## config.mk

```make
export PLATFORM = sky130hd
export DESIGN_NAME = siso_frame_serializer
export DESIGN_NICKNAME = d
export VERILOG_FILES = /design/src/rtl/siso_frame_serializer_pkg.sv /design/src/rtl/siso_frame_serializer_bit_counter.sv /design/src/rtl/siso_frame_serializer.sv
export SDC_FILE = /design/constraint.sdc
export NUM_CORES = 1
export LEC_CHECK = 0
export CAP_MARGIN = 20
export CORE_MARGIN = 2
export CORE_UTILIZATION = 40
export DETAILED_ROUTE_END_ITERATION = 12
export SYNTH_ARGS = -nofsm -noshare
export SYNTH_HDL_FRONTEND = slang
export SYNTH_SLANG_ARGS = --single-unit
export TNS_END_PERCENT = 10
```

## constraint.sdc

```tcl
create_clock -name clk -period 4.5 [get_ports clk]
set_clock_uncertainty 0.05 [all_clocks]
set_input_delay 0.675 -clock clk [delete_from_list [all_inputs] [get_ports clk]]
set_output_delay 0.675 -clock clk [all_outputs]
set_load 0.02 [all_outputs]
```

## src/rtl/siso_frame_serializer_pkg.sv

```systemverilog
// Items shared between the frame serializer and the downstream SISO stage.
package siso_frame_pkg;

  typedef enum logic [2:0] {
    IDLE   = 3'd0,
    FLUSH  = 3'd1,
    START  = 3'd2,
    DATA   = 3'd3,
    PARITY = 3'd4,
    STOP   = 3'd5
  } ser_state_t;

  localparam logic START_BIT  = 1'b1;
  localparam logic STOP_BIT   = 1'b0;
  localparam logic IDLE_LEVEL = 1'b0;

  localparam int SISO_DEPTH = 4;

endpackage

```

## src/rtl/siso_frame_serializer_bit_counter.sv

```systemverilog
// Loadable down-counter with a zero flag; times both the DATA and FLUSH intervals.
module frame_bit_counter #(
  parameter int W = 4
) (
  input  logic         clk,
  input  logic         rst_n,
  input  logic         load,
  input  logic [W-1:0] load_val,
  input  logic         dec,
  output logic         zero
);

  logic [W-1:0] count_q;

  // Saturates at zero so a stray decrement can never wrap into a long interval.
  always_ff @(posedge clk or negedge rst_n) begin
    if (!rst_n) begin
      count_q <= '0;
    end else if (load) begin
      count_q <= load_val;
    end else if (dec && (count_q != '0)) begin
      count_q <= count_q - 1'b1;
    end
  end

  assign zero = (count_q == '0);

endmodule

```

## src/rtl/siso_frame_serializer.sv

```systemverilog
// Word-to-bitstream framer feeding the 4-bit SISO stage, with direction flush.
// Optional even-parity bit is compiled in when SISO_SERIALIZER_PARITY_EN is defined.
module siso_frame_serializer
  import siso_frame_pkg::*;
#(
  parameter int DATA_W       = 8,
  parameter int FLUSH_CYCLES = 5
) (
  input  logic              clk,
  input  logic              reset_n,
  input  logic              in_valid,
  output logic              in_ready,
  input  logic [DATA_W-1:0] in_data,
  input  logic              in_msb_first,
  input  logic              in_dir,
  output logic              serial_in,
  output logic              shift_dir,
  output logic              busy,
  output logic              frame_done
);

  // Never flush for fewer cycles than it takes to drain the SISO stage.
  localparam int FLUSH_N = (FLUSH_CYCLES < SISO_DEPTH + 1) ? SISO_DEPTH + 1 : FLUSH_CYCLES;
  localparam int CNT_MAX = (DATA_W > FLUSH_N) ? DATA_W : FLUSH_N;
  localparam int CNT_W   = $clog2(CNT_MAX + 1);
  localparam logic [CNT_W-1:0] DATA_LOAD  = CNT_W'(DATA_W - 1);
  localparam logic [CNT_W-1:0] FLUSH_LOAD = CNT_W'(FLUSH_N - 1);

  ser_state_t        state_q, state_d;
  logic [DATA_W-1:0] data_q, data_d;
  logic              msb_q, msb_d;
  logic              dir_q, dir_d;
  logic              serial_q, serial_d;
  logic              shift_dir_q, shift_dir_d;
  logic              frame_done_q;
  logic              accept;
  logic              cnt_load;
  logic [CNT_W-1:0]  cnt_load_val;
  logic              cnt_dec;
  logic              cnt_zero;

`ifdef SISO_SERIALIZER_PARITY_EN
  logic parity_q, parity_d;
`endif

  frame_bit_counter #(
    .W (CNT_W)
  ) u_bit_counter (
    .clk      (clk),
    .rst_n    (reset_n),
    .load     (cnt_load),
    .load_val (cnt_load_val),
    .dec      (cnt_dec),
    .zero     (cnt_zero)
  );

  assign in_ready = (state_q == IDLE) || (state_q == STOP);
  assign accept   = in_valid && in_ready;

  // serial_d is the bit belonging to the current state; it reaches the pin one edge later.
  always_comb begin
    state_d      = state_q;
    data_d       = data_q;
    msb_d        = msb_q;
    dir_d        = dir_q;
    serial_d     = IDLE_LEVEL;
    shift_dir_d  = shift_dir_q;
    cnt_load     = 1'b0;
    cnt_load_val = DATA_LOAD;
    cnt_dec      = 1'b0;
`ifdef SISO_SERIALIZER_PARITY_EN
    parity_d     = parity_q;
`endif

    case (state_q)
      IDLE: begin
        state_d = IDLE;
      end
      FLUSH: begin
        if (cnt_zero) begin
          state_d = START;
        end else begin
          cnt_dec = 1'b1;
        end
      end
      START: begin
        serial_d     = START_BIT;
        shift_dir_d  = dir_q;
        state_d      = DATA;
        cnt_load     = 1'b1;
        cnt_load_val = DATA_LOAD;
      end
      DATA: begin
        serial_d = msb_q ? data_q[DATA_W-1] : data_q[0];
        data_d   = msb_q ? (data_q << 1) : (data_q >> 1);
        if (cnt_zero) begin
`ifdef SISO_SERIALIZER_PARITY_EN
          state_d = PARITY;
`else
          state_d = STOP;
`endif
        end else begin
          cnt_dec = 1'b1;
        end
      end
`ifdef SISO_SERIALIZER_PARITY_EN
      PARITY: begin
        serial_d = parity_q;
        state_d  = STOP;
      end
`endif
      STOP: begin
        serial_d = STOP_BIT;
        state_d  = IDLE;
      end
      default: begin
        state_d = IDLE;
      end
    endcase

    // Accept is only possible in IDLE or STOP; it overrides the return to IDLE.
    if (accept) begin
      data_d = in_data;
      msb_d  = in_msb_first;
      dir_d  = in_dir;
`ifdef SISO_SERIALIZER_PARITY_EN
      parity_d = ^in_data;
`endif
      if (in_dir != shift_dir_q) begin
        state_d      = FLUSH;
        cnt_load     = 1'b1;
        cnt_load_val = FLUSH_LOAD;
      end else begin
        state_d = START;
      end
    end
  end

  always_ff @(posedge clk or negedge reset_n) begin
    if (!reset_n) begin
      state_q      <= IDLE;
      data_q       <= '0;
      msb_q        <= 1'b0;
      dir_q        <= 1'b0;
      serial_q     <= IDLE_LEVEL;
      shift_dir_q  <= 1'b0;
      frame_done_q <= 1'b0;
    end else begin
      state_q      <= state_d;
      data_q       <= data_d;
      msb_q        <= msb_d;
      dir_q        <= dir_d;
      serial_q     <= serial_d;
      shift_dir_q  <= shift_dir_d;
      frame_done_q <= (state_q == STOP);
    end
  end

`ifdef SISO_SERIALIZER_PARITY_EN
  always_ff @(posedge clk or negedge reset_n) begin
    if (!reset_n) begin
      parity_q <= 1'b0;
    end else begin
      parity_q <= parity_d;
    end
  end
`endif

  assign serial_in  = serial_q;
  assign shift_dir  = shift_dir_q;
  assign busy       = (state_q != IDLE);
  assign frame_done = frame_done_q;

endmodule

```

Word level (Yosys, flattened, before mapping)
Cells that the tools add are included.

word-level totals
  logic and storage cells = 46
  output and inout bits = 5
  input port bits = 13
  flip-flop bits (word level) = 20

cells by class
  mux-type cells = 19
  reduce and logical (&&, ||, !) cells = 11
  eq/ne operators = 7
  $add $sub $neg = 1

operators with widths
  kind                                                                   count
  8-bit 2-to-1 mux                                                       3
  3-bit 2-to-1 mux                                                       3
  3-bit case mux with 3 select lines                                     1
  4-bit 2-to-1 mux                                                       2
  3-bit by 2-bit equality test with 1-bit output, second input constant  2
  1-bit 2-to-1 mux                                                       6
  2-bit 2-to-1 mux                                                       3
  3-bit != test, second input constant                                   2
  4-bit zero test                                                        1
  2-bit nonzero test                                                     2
  4-bit nonzero test                                                     1
  4-bit by 1-bit subtractor with 4-bit output, second input constant     1
  3-bit by 1-bit equality test with 1-bit output, second input constant  1
  3-bit equality test, second input constant                             1
  3-bit zero test                                                        1
  3-bit nonzero test                                                     1
  1-bit logical AND                                                      2
  1-bit case mux with 2 select lines                                     1
  2-bit AND reduction                                                    1
  2-bit OR reduction                                                     1
  1-bit logical OR                                                       1
  1-bit != test                                                          1

Depth between registers and ports, before layout
Gate-level depths: netlist of run 1.

  depth in word-level cells = 6
  depth in mapped cells = 6

Modules after synthesis
A second synthesis of run 1 with hierarchy kept.

second synthesis, totals
  cells, all modules = 117
  area total of the unflattened synthesis = 1164.9 sq um

by module, submodules not included
  module                 sequential area each (sq um)  cells an instance  instances  area each (sq um)
  siso_frame_serializer  400.4                         90                 1          894.6
  frame_bit_counter      100.1                         27                 1          270.3

Least setup slack after synthesis of run 1
Ideal clock, no wire load.

  path type = reg-to-output
  start point = register state_q[0]
  end point = output port in_ready
  stages on the path, launching flop included = 3
  buffers on the path = 0
  data arrival time = 1.092 ns
  path slack = 2.683 ns
  required time = 3.775 ns
  cell sequence = dfrtp_1 xnor2_2 nor2b_1

between the ends
  word-level cells in the longest chain between the ends = 2

ends and longest elaborated chain
  what                                                           RTL line                      RTL
  from (decl)                                                    siso_frame_serializer.sv:29   ser_state_t state_q, state_d;
  from (signal assigned)                                         siso_frame_serializer.sv:149  state_q <= state_d;
  3-bit equality test / 3-bit zero test (equally long branches)  siso_frame_serializer.sv:57   assign in_ready = (state_q == IDLE) || (state_q == STOP);
  1-bit logical OR (*)                                           siso_frame_serializer.sv:57
  to (decl)                                                      siso_frame_serializer.sv:12   output logic in_ready,

Mark *: on every way between the ends. The rest lies on a longest branch, timed or not.

Final worst setup path of run 1
Ends and elaborated chain as after synthesis.

==> impl_metrics.json, run 1 <==
{
  "power.share.switching": 0.419,
  "dieArea_mm2": 0.00325,
  "required_ps": 3770,
  "netlist_instances": 111,
  "ys.flop_type": "dfrtp_1",
  "coreArea_mm2": 0.00271,
  "cpPeakStageDelay_ps": 610,
  "insertion_delay_ps": 300,
  "cts-resized-gates": 0,
  "first_pass_iters": 4,
  "grt_antenna_before_repair": 0,
  "holdBufCountCts": 0,
  "ctsLongestPathBuffers": 2,
  "hp-class": "register to register",
  "crit_slowest_cell": "clkdlybuf4s50_1",
  "fillCellCount": 277,
  "min_period_ps": 2760,
  "viasPerCell": 5.72,
  "grt_pass1_wl_um": 4200,
  "seqPwrFrac": 0.391,
  "drive_above_1_share": 0.0960,
  "fp.dieW_um": 57.0,
  "diodes": 0,
  "die_h_um": 57.0,
  "crit_type": "register to output port",
  "fin_setup_tns_ps": 0,
  "slew_headroom": 0.383,
  "cts_setup_buffers": 0,
  "hold_violations": 0,
  "routed_wirelength_um": 2400,
  "finalMaxSlewViolations": 0,
  "worstHoldStart": "dir_q$_DFFE_PN0P_",
  "synth-seq-cells": 20,
  "ys_types": 41,
  "htreeDepth": 1,
  "p_leak_nw": 0.543,
  "worstReg2RegStart": "state_q[1]$_DFFE_PN0P_",
  "whs_path_depth": 1,
  "nNetsFinal": 140,
  "clockRootBuffer": "clkbuf_4",
  "internal_power_mw": 0.552,
  "status": "finished clean",
  "ys_warn_count": 0,
  "gp_congestion": 0.805,
  "timing.rr.end": "msb_q$_DFFE_PN0P_",
  "grt_setup_unrepaired": "false",
  "setup_viol": 0,
  "syn_area_mm2": 0.00112,
  "vias": 893,
  "crit_path_end_kind": "output port",
  "grtUsageTotal": 0.166,
  "clkPwrFrac": 0.111,
  "maxCapViolations": 0,
  "synthArstFlopShare": 1.00,
  "path_clk_slew_ps": 110,
  "crit_arrival_ps": 2040,
  "clock-sinks": 20,
  "drtIter0Drc": 13,
  "numCtsBuffers": 3,
  "start_kind": "register",
  "p_sw_mw": 0.398,
  "pwr_density_cell_mw_per_mm2": 716,
  "drc": 0,
  "ys_seq_area_frac": 0.446,
  "comb_power_share": 0.498,
  "place_hpwl_um": 1760,
  "cts_tree": "built",
  "r2r_cells": 3,
  "syn-num-nets": 125,
  "antenna_left": 0,
  "grt_overflow": 0,
  "utilization": 0.490,
  "layout_commonest_cell": "dfrtp_1",
  "area_growth_pct": 18.3,
  "fmax_mhz": 362,
  "io_pins": 18,
  "max_slew.worst_pin.slew_ps": 923,
  "crit_fanout": 13,
  "synth_edf_count": 0,
  "final_cell_mix": "dfrtp_1 (20), clkdlybuf4s50_1 (17), nor2_1 (9)",
  "whs_ps": 486,
  "finalCritPeriodShare": 0.614,
  "hold-path-endpoint": "dir_q$_DFFE_PN0P_",
  "fp-row-count": 19,
  "io_buffer_count": 17,
  "initial_core_util": 0.414,
  "regToRegSetupSlack_ps": 2720,
  "post_synth.cell_area_avg_um2": 10.1,
  "grt_pass1_vias": 899,
  "wl_per_cell_um": 15.4,
  "path_cells": "xnor2_2 > nor2b_1 > clkdlybuf4s50_1",
  "max-vdd-ir-drop_mv": 0.393,
  "power_mw": 0.950,
  "grt_max_degree": 21
}
## Yosys cell counts, drive strengths merged, types with 2 or more instances
master	instances	area share
mux2	3	0.030
and2	2	0.013
a221o	2	0.018
nand2b	2	0.011
a21oi	4	0.018
o31ai	4	0.027
inv	4	0.013
nor2	9	0.030
buf	4	0.025
dfrtp	20	0.45
and3b	2	0.016
o21ai	5	0.022
nor3b	2	0.013
mux2i	5	0.045
nor2b	8	0.045
a211oi	6	0.040
xor2	2	0.016
nor3	2	0.0089
clkbuf	3	0.011
nand3	6	0.027
## layer usage
metal  wire length (um)  global-route usage  vias to the layer above
li1                   -                   -                      435
met1               1120               0.217                      434
met2               1150               0.269                       20
met3                 96              0.0408                        4
met4                 31              0.0598                        0
met5                  0                   0                        -
## power groups by stage
| stage | Combinational, mW | Clock (mW) | Sequential [mW] |
|---|---|---|---|
| floorplan | 0.397 | 0 | 0.330 |
| global placement | 0.467 | 0 | 0.369 |
| detailed placement | 0.472 | 0 | 0.374 |
| CTS | 0.476 | 0.111 | 0.370 |
| global route | 0.525 | 0.117 | 0.387 |
| finish | 0.473 | 0.106 | 0.371 |
## worst max-delay path: cells and delay by family, from the launching register on
family | cells | cell delay (ps)
xor+xnor | 1 | 410
flops | 1 | 540
simple gates | 1 | 180
buf+inv | 1 | 610
## stage by stage
step	setup slack, ps	instance area (um^2)	instances
final	1740	1330	156
after global routing	1590	1330	156
after CTS	1730	1330	156
after detailed placement	2030	1290	152
after global placement	2120	1290	152
after floorplan	2680	1120	111
## cell families after synthesis
| kind of cell | Yosys count | share of synthesized area |
|---|---|---|
| multiplexers | 8 | 0.0747 |
| XOR/XNOR | 3 | 0.0301 |
| flip-flops | 20 | 0.446 |
| adder cells (fa/ha/maj) | 1 | 0.0111 |
| AND/OR/NAND/NOR | 41 | 0.220 |
| AO/OA/AOI/OAI | 27 | 0.169 |
| buffers and inverters | 11 | 0.0490 |
## worst max path at each step
stage,start,endpoint,slack [ps],depth (start not counted)
4_1_cts,state_q[0]$_DFFE_PN0P_,in_ready,1730,3
3_5_place_dp,in_valid,msb_q$_DFFE_PN0P_,2030,4
5_1_grt,state_q[0]$_DFFE_PN0P_,in_ready,1590,3
3_3_place_gp,in_valid,msb_q$_DFFE_PN0P_,2120,4
2_1_floorplan,state_q[0]$_DFFE_PN0P_,in_ready,2680,2
6_report,state_q[0]$_DFFE_PN0P_,in_ready,1740,3
## layout make-up
cell class	count	area (um^2)	area share
clock buffer	4	36.3	0.0273
tap	31	38.8	0.0292
sequential	20	500	0.377
timing repair buffer	17	170	0.128
multi-input combinational	80	567	0.427
inverter	4	15.0	0.0113
## state kept, by name, indices dropped and copies added, names as in the netlist
register and flops:
data_q 8, u_bit_counter.count_q 4, state_q 3, dir_q 1, frame_done 1, msb_q 1
serial_in 1, shift_dir 1
Power figures use the tool's default switching activity.
==> inputs of run 2 (changes only) <==
==> constraint.sdc (replaced) <==
create_clock -name clk -period 2.5 [get_ports clk]
set_clock_uncertainty 0.05 [all_clocks]
set_input_delay 0.375 -clock clk [delete_from_list [all_inputs] [get_ports clk]]
set_output_delay 0.375 -clock clk [all_outputs]
set_load 0.02 [all_outputs]
==> run 2 against run 1 <==
Via count rose by 0.11%. Flip-flop and latch count did not move. Critical path depth did not move. Cell count rose by 1.3%. Register-to-register slack got worse by 2000 ps. Routed wire length fell by 4.9%. Clock power rose by 76%. First-iteration DRC count rose by 92%. Hold slack got worse by 130 ps. Critical path type unchanged. Critical endpoint unchanged. Highest routed layer unchanged.
==> impl_metrics.json, run 2 (same netlist as run 1, synthesis figures left out) <==
{
  "gp_congestion": 0.818,
  "pwr_density_cell_mw_per_mm2": 1280,
  "crit_type": "register to output port",
  "insertion_delay_ps": 300,
  "fin_setup_tns_ps": 0,
  "max_slew.worst_pin.slew_ps": 469,
  "antenna_left": 0,
  "min_period_ps": 2370,
  "coreArea_mm2": 0.00271,
  "fmax_mhz": 422,
  "grt_pass1_wl_um": 3910,
  "holdBufCountCts": 0,
  "fin_area_mm2": 0.00135,
  "grt_pass1_vias": 859,
  "grt_antenna_before_repair": 0,
  "hp-class": "input pin to async pin",
  "maxCapViolations": 0,
  "wl_per_cell_um": 14.4,
  "slew_headroom": 0.686,
  "required_ps": 2080,
  "cts_setup_buffers": 0,
  "crit_slowest_cell": "clkdlybuf4s50_1",
  "fillCellCount": 268,
  "drc": 0,
  "routed_wirelength_um": 2280,
  "nNetsFinal": 142,
  "cts_tree": "built",
  "reg_top3": "data_q (8), u_bit_counter.count_q (4), state_q (3)",
  "clock-sinks": 20,
  "crit_fanout": 13,
  "numCtsBuffers": 3,
  "initial_core_util": 0.414,
  "layout_commonest_cell": "dfrtp_1",
  "cpPeakStageDelay_ps": 600,
  "io_buffer_count": 17,
  "path_cells": "xnor2_4 > nor2b_1 > clkdlybuf4s50_1",
  "drive_above_1_share": 0.110,
  "first_pass_iters": 4,
  "viasPerCell": 5.66,
  "top_register": "data_q",
  "finalCritPeriodShare": 0.949,
  "largest_register_ffs": 8,
  "crit_arrival_ps": 1950,
  "setup_viol": 0,
  "finalMaxSlewViolations": 0,
  "crit_path_end_kind": "output port",
  "utilization": 0.500,
  "vias": 894,
  "final_cell_mix": "dfrtp_1 (20), clkdlybuf4s50_1 (17), nor2_1 (9)",
  "grt_setup_unrepaired": "false",
  "hold_violations": 0,
  "die_h_um": 57.0,
  "area_growth_pct": 20.6,
  "fp-row-count": 19,
  "dieArea_mm2": 0.00325,
  "io_pins": 18,
  "start_kind": "register",
  "grtUsageTotal": 0.153,
  "p_leak_nw": 0.554,
  "ctsLongestPathBuffers": 2,
  "diodes": 0,
  "path_clk_slew_ps": 110,
  "clockRootBuffer": "clkbuf_4",
  "htreeDepth": 1,
  "grt_max_degree": 21,
  "dpl_cell_area_mm2": 0.00131,
  "fp.dieW_um": 57.0,
  "status": "finished clean",
  "drtIter0Drc": 25,
  "grt_overflow": 0,
  "place_hpwl_um": 1650,
  "max-vdd-ir-drop_mv": 0.733
}
run 2: final cells by class:
class                      count  area, um^2  area share
sequential                    20         500       0.370
clock buffer                   4        36.3      0.0268
tap                           31        38.8      0.0287
inverter                       4        15.0      0.0111
timing repair buffer          19         185       0.137
multi-input combinational     80         578       0.427
run 2: what timing repair did:
action / 4_1_cts / 5_1_grt
endpoints found under the hold margin: 0 / 0
setup endpoints to repair: 0 / 1
resized for setup: 0 / 1
run 2: worst max-delay path: cells and delay by family, from the launching register on:
kind / cells / cell delay [ps]
flops: 1 / 560
buf+inv: 1 / 600
xor+xnor: 1 / 330
simple gates: 1 / 160
run 2: stage by stage:
stage | worst slack, ps | hold slack (ps) | instances | power [mW]
2_1_floorplan | 893 | 29.4 | 111 | 1.31
4_1_cts | 48.8 | 354 | 158 | 1.72
3_3_place_gp | 423 | 436 | 154 | 1.51
6_report | 129 | 354 | 158 | 1.73
3_5_place_dp | 394 | 453 | 154 | 1.53
5_1_grt | 20.4 | 379 | 158 | 1.87
run 2: final timing paths:
path,cells past startpoint,slack (ps),end,startpoint
worst max-delay path,3,130,in_ready,state_q[0]$_DFFE_PN0P_
worst min-delay path,2,350,frame_done$_DFF_PN0_,reset_n
worst max register to register,5,760,u_bit_counter.count_q[3]$_DFFE_PN0P_,u_bit_counter.count_q[0]$_DFFE_PN0P_
worst min register to register,1,470,dir_q$_DFFE_PN0P_,dir_q$_DFFE_PN0P_
max in group asynchronous,2,1830,data_q[1]$_DFFE_PN0P_,reset_n
min in group clk,1,470,dir_q$_DFFE_PN0P_,dir_q$_DFFE_PN0P_
run 2: report_power, final:
| group | internal, mW | total [mW] | switching, mW |
|---|---|---|---|
| clock network | 0.0887 | 0.187 | 0.0987 |
| registers | 0.479 | 0.671 | 0.192 |
| logic | 0.447 | 0.871 | 0.424 |
run 2: metal layers:
metal,global-route usage,wire [um],up-vias,share of wire
li1,-,-,437,-
met1,0.219,1060,420,0.47
met2,0.232,1050,33,0.46
met3,0.0272,134,4,0.059
met4,0.0598,39,0,0.017
met5,0,0,-,0
==> inputs of run 3 (changes only) <==
--- a/config.mk
+++ b/config.mk
@@ -5,6 +5,7 @@
 export SDC_FILE = /design/constraint.sdc
 export NUM_CORES = 1
 export LEC_CHECK = 0
+export ABC_CLOCK_PERIOD_IN_PS = 2520
 export CAP_MARGIN = 20
 export CORE_MARGIN = 2
 export CORE_UTILIZATION = 40
==> constraint.sdc (replaced) <==
create_clock -name clk -period 2.52 [get_ports clk]
set_clock_uncertainty 0.05 [all_clocks]
set_input_delay 0.378 -clock clk [delete_from_list [all_inputs] [get_ports clk]]
set_output_delay 0.378 -clock clk [all_outputs]
set_load 0.02 [all_outputs]
==> results of run 3 <==
Same layout as run 2 (identical final DEF). Status: finished clean.
Among the figures that moved: setup slack after placement 394 ps -> 411 ps; setup slack after layout 129 ps -> 146 ps; hold slack 354 ps -> 357 ps; register-to-register setup slack 760 ps -> 780 ps; total power 1.73 mW -> 1.72 mW; worst IR drop on VDD 0.733 mV -> 0.728 mV
